<file path="config.mk">
export PLATFORM = sky130hd
export DESIGN_NAME = rv32_mem_arbiter
export DESIGN_NICKNAME = d
export VERILOG_FILES = /design/src/rtl/rv32_mem_arbiter.sv
export SDC_FILE = /design/constraint.sdc
export NUM_CORES = 1
export LEC_CHECK = 0
export BUFFER_PORTS_ARGS = -buffer_cell sky130_fd_sc_hd__buf_4
export CORE_AREA = 8 8 98 100
export CTS_BUF_LIST = sky130_fd_sc_hd__clkbuf_16
export DETAILED_ROUTE_END_ITERATION = 7
export DIE_AREA = 0 0 106 108
export PLACE_DENSITY = 0.72
export SETUP_SLACK_MARGIN = 0.15
export SLEW_MARGIN = 40
export SYNTH_ARGS = -nofsm -noshare
export SYNTH_HDL_FRONTEND = slang
export SYNTH_SLANG_ARGS = --single-unit
</file>
<file path="constraint.sdc">
create_clock -name clk -period 1.7 [get_ports clk]
set_clock_uncertainty 0.15 [all_clocks]
set_input_delay 0.085 -clock clk [delete_from_list [all_inputs] [get_ports clk]]
set_output_delay 0.085 -clock clk [all_outputs]
set_load 0.01 [all_outputs]
</file>
<file path="src/rtl/rv32_mem_arbiter.sv">
// rv32_mem_arbiter: shares one single-port, byte-enabled BRAM (1-cycle read
// latency) between the instruction-fetch port and the load/store port.
// Data accesses normally win. A starvation counter caps how many data grants
// in a row can go by while fetch is waiting. Read data is routed back to
// whichever port owned the access in the previous cycle.
module rv32_mem_arbiter #(
  parameter int unsigned FAIR_LIMIT = 4
) (
  input  logic        clk,
  input  logic        rst,
  input  logic        i_req,
  input  logic [31:0] i_addr,
  output logic        i_gnt,
  output logic        i_rvalid,
  output logic [31:0] i_rdata,
  input  logic        d_req,
  input  logic [3:0]  d_we,
  input  logic [31:0] d_addr,
  input  logic [31:0] d_wd,
  output logic        d_gnt,
  output logic        d_rvalid,
  output logic [31:0] d_rdata,
  output logic [3:0]  m_we,
  output logic [31:0] m_addr,
  output logic [31:0] m_wd,
  input  logic [31:0] m_rd
);

  localparam logic [3:0] LIMIT = 4'(FAIR_LIMIT);

  logic [3:0] starve_cnt_q, starve_cnt_d;
  logic       rsp_v_q, rsp_v_d;
  logic       rsp_sel_q, rsp_sel_d;

  // Grant selection: data wins unless fetch has waited LIMIT data grants.
  // Both grants are held low during reset so no access can start.
  always_comb begin
    i_gnt = 1'b0;
    d_gnt = 1'b0;
    if (!rst) begin
      if (d_req && (!i_req || (starve_cnt_q < LIMIT))) begin
        d_gnt = 1'b1;
      end else if (i_req) begin
        i_gnt = 1'b1;
      end
    end
  end

  // BRAM drive: the data payload only reaches the BRAM on a data grant, so
  // writes are impossible without d_gnt. Idle cycles present the fetch address.
  always_comb begin
    m_addr = d_gnt ? d_addr : i_addr;
    m_we   = d_gnt ? d_we   : 4'b0000;
    m_wd   = d_gnt ? d_wd   : 32'h0000_0000;
  end

  // Next state for the starvation counter and the response tracker.
  always_comb begin
    starve_cnt_d = starve_cnt_q;
    if (!i_req || i_gnt) begin
      starve_cnt_d = 4'd0;
    end else if (d_gnt && (starve_cnt_q < LIMIT)) begin
      starve_cnt_d = starve_cnt_q + 4'd1;
    end
    rsp_v_d   = i_gnt | d_gnt;
    rsp_sel_d = d_gnt;
  end

  // State registers with synchronous reset.
  always_ff @(posedge clk) begin
    if (rst) begin
      starve_cnt_q <= 4'd0;
      rsp_v_q      <= 1'b0;
      rsp_sel_q    <= 1'b0;
    end else begin
      starve_cnt_q <= starve_cnt_d;
      rsp_v_q      <= rsp_v_d;
      rsp_sel_q    <= rsp_sel_d;
    end
  end

  // Response routing. A response pending when reset rises is dropped, so the
  // valids are also masked by rst in that first reset cycle.
  always_comb begin
    i_rvalid = rsp_v_q && !rsp_sel_q && !rst;
    d_rvalid = rsp_v_q &&  rsp_sel_q && !rst;
    i_rdata  = m_rd;
    d_rdata  = m_rd;
  end

endmodule

</file>
; ---- Word-level counts from Yosys, hierarchy flattened
; Index checks and enable logic that the tools add are counted.
[totals]
output_inout_bits = 136
word_cells = 26
regBits = 6
[classes]
reduce_logical = 12
muxes = 8
add_sub_neg = 1
n_lt_le_gt_ge = 1
bitwise = 1
[op_table]
columns = operator, n
row1 = 32-bit 2-to-1 mux, 2
row2 = 1-bit logical AND, 6
row3 = 1-bit 2-to-1 mux, 5
row4 = 4-bit by 1-bit adder with 4-bit output (second input constant), 1
row5 = 4-bit by 3-bit < comparator with 1-bit output (second input constant), 1
row6 = 4-bit 2-to-1 mux, 1
row7 = 1-bit logical NOT, 3
row8 = 1-bit logical OR, 2
row9 = 2-bit OR reduction, 1
row10 = 1-bit OR, 1

; ---- Longest topological paths before layout
[logic_depth]
depth_word = 7
ltp_mapped = 6
depth_no_buf = 3

; ---- Worst setup path before layout
; Ideal clock, no wire load.
[synth_timing]
kind = register -> output
start = register starve_cnt_q[3]
end = output port m_addr[10]
setup_slack_ns = 0.276
stages_incl_launch_ff = 6
arrival_time_ns = 1.189
n_path_buf = 2
required_time_ns = 1.465
path_cell_list = dfxtp_1 -> o21ai_1 -> and3b_1 -> buf_6 -> buf_6 -> mux2_4
[synth_via]
elab_chain_len = 6
[synth_lines]
columns = element, line_no
row1 = start: declaration, 31  ; logic [3:0] starve_cnt_q, starve_cnt_d;
row2 = start signal: assignment, 76  ; starve_cnt_q <= starve_cnt_d;
row3 = 4-bit by 3-bit < comparator with 1-bit output, 41  ; if (d_req && (!i_req || (starve_cnt_q < LIMIT))) begin
row4 = 1-bit logical OR, 41
row5 = 1-bit logical AND, 41
row6 = 1-bit 2-to-1 mux, 41
row7 = 1-bit 2-to-1 mux, 40  ; if (!rst) begin
row8 = 32-bit 2-to-1 mux, 52  ; m_addr = d_gnt ? d_addr : i_addr;
row9 = end: declaration, 24  ; output logic [31:0] m_addr,
; Every way passes these cells.

; ---- Worst setup path after layout
[layout_timing]
start = register starve_cnt_q[3]
end = output port m_addr[2]
; The elaborated chain is that of the path after synthesis.

==> results.yml <==
floorplan:
  start_util_pct: 18.6
  die_h_microns: 108
  io-pin-count: 272
  core-area_sq_um: 8050
  die_w_microns: 106
  dieArea_sq_um: 11400
  row_count: 33
pwr:
  p_leak_nw: 1.55
  ir_drop_uv: 374
  power_density_nw_per_um2: 419
  power.total_mw: 1.22
timing:
  rsz0062_at_grt: "true"
  fin_crit_sh_pct: 111
  layout_setup_ws_ns: -0.194
  finalSetupViolations: 53
  setup_tns_ns: -6.95
  fmax_mhz: 528
  fin_crit_ns: 1.89
  finalHoldViolations: 0
  worst_hold_slack_ns: 0.00650
  maxSlewViolCount: 0
synthesis:
  synthesis.instances: 162
  ys_seq_area_share_pct: 8.04
  synth_seq_cells: 6
  syn_area_sq_um: 1490
  synth_warnings: 0
  syn_nets: 299
  avgSynthCellArea_sq_um: 9.22
  synthDistinctLibCells: 18
placement:
  placed_cell_area_sq_um: 2420
  dpl.cell_count: 372
  io_buffers: 175
  dp_slack_ns: 0.00864
  hpwlAfterDp_mm: 5.32
  globalplace.congestion: 0.835
clocking:
  cts_made_buffers: 3
  cts.sinks: 6
  clockBufferDepth: 2
  cts_tree: "done"
  htree_levels: 1
  clockRootBuffer: "clkbuf_16"
  clkLatencyLatePin_ns: 0.23
  clkTransAtPathRegs_ns: 0.03
critical_path:
  cp_max_fo: 4
  critPathKind: "reg -> out"
  rr_startpoint: "starve_cnt_q[3]$_SDFFE_PP0P_"
  crit_path_end_kind: "output port"
  start_kind: "flip-flop"
  required_ns: 1.46
  crit_arrival_ns: 1.66
  crit_start: "starve_cnt_q[3]$_SDFFE_PP0P_"
routing:
  wl_mm: 7.04
  vias_per_cell: 3.79
  drtIter0Drc: 33
  via_count: 1478
  drt_pass1_iterations: 4
  wl_per_cell_microns: 18.1
  drc: 0
  ant_nets: 0
finish:
  final_cell_area_sq_um: 2910
  n_antenna_cell: 0
  post-route-util_pct: 36.2
  synthToLayoutAreaGrowth_pct: 95.1
  drive_gt1_share_pct: 83.5
  finalNonFillerCells: 390
  layout.nets: 424
global_routing:
  grt_pass1_wl_mm: 8.96
  grt_overflow_total: 0
  grt_max_degree: 29
  grt_pass1_vias: 1480
  grt_usage_pct: 9.98
  antenna_found_initial: 0
run_status:
  violations: "negative setup slack"
  status: "finished with violations"
hold_path:
  hp-class: "in -> reg"
  min_from: "d_req"
flow_run:
  maxCapViolations: 0
layout by cell type (no fill, tap or decap), types with 2 or more instances in the layout:
cell type	instances
and2_1	29
mux2_4	32
dfxtp_2	2
and2_4	9
dlygate4sd3_1	2
clkbuf_16	6
buf_12	3
buf_16	2
and3b_1	2
buf_4	138
buf_6	43
dfxtp_1	4
nor2_1	3
path summary, 6_finish.rpt:
check             cells after the start  slack [ns]                            to
setup reg to reg                      3        0.72  starve_cnt_q[0]$_SDFFE_PP0P_
hold reg to reg                       1        0.27  starve_cnt_q[0]$_SDFFE_PP0P_
setup / recovery                      7       -0.19                     m_addr[2]
hold / removal                        2       0.006          rsp_sel_q$_SDFF_PP0_
logic make-up (layout without fill, tap and decap cells):
group	Yosys count	after routing	synth area share, %
compound gates	2	2	0.837
fa+ha+maj	1	1	0.837
buf+inv	72	195	37.6
simple gates	48	48	20.3
mux	32	32	32.2
flops	6	6	8.04
other cells	1	1	0.251
Yosys cell counts:
master	count	area [sq um]
buf_4	64	480
and2_1	38	238
mux2_4	32	480
dfxtp_1	6	120
buf_6	5	56.3
and3b_1	3	26.3
nor2_1	3	11.3
a21boi_0	1	7.51
and2b_1	1	7.51
and3_1	1	6.26
buf_2	1	5.00
buf_8	1	15.0
clkbuf_2	1	5.00
conb_1	1	3.75
ha_1	1	12.5
nor2b_1	1	6.26
nor3b_1	1	7.51
o21ai_1	1	5.00
state kept, by name, summed over array words and instances, names as in the netlist:
signal / cells
starve_cnt_q: 4
rsp_sel_q: 1
rsp_v_q: 1
worst max-delay path: stages, from the launching register on:
cell,delay [ns]
dfxtp_2,0.32
o21ai_2,0.13
and3b_2,0.22
buf_4,0.12
buf_12,0.11
buf_16,0.11
mux2_4,0.30
buf_6,0.12
report_power, final:
part           switching (mW)  internal [mW]
sequential            0.00238          0.147
clock                  0.0748          0.301
combinational           0.223          0.474
total                   0.300          0.922
layout make-up:
cell class / instances / area (sq um)
Tap cell: 105 / 131
Multi-Input combinational cell: 84 / 840
Sequential cell: 6 / 123
Timing Repair Buffer: 192 / 1750
Clock buffer: 3 / 75.1
Fill cell: 789 / 5140
layer usage:
metal  up-vias  track usage, %  share of wire, %
met3        10            3.81               9.7
met1       655            9.80                34
met5         -               0                 0
met2       110            19.3                56
li1        703               -                 -
met4         0            2.31              0.55
repair_timing:
item	4_1_cts	5_1_grt
pin swaps	8	0
hold buffers	2	0
setup endpoints to repair	69	69
resized for setup	58	0
cloned	2	4
endpoints found under the hold margin	1	0
buffers inserted	3	4
Note: power is estimated with default switching activity, not from simulation.
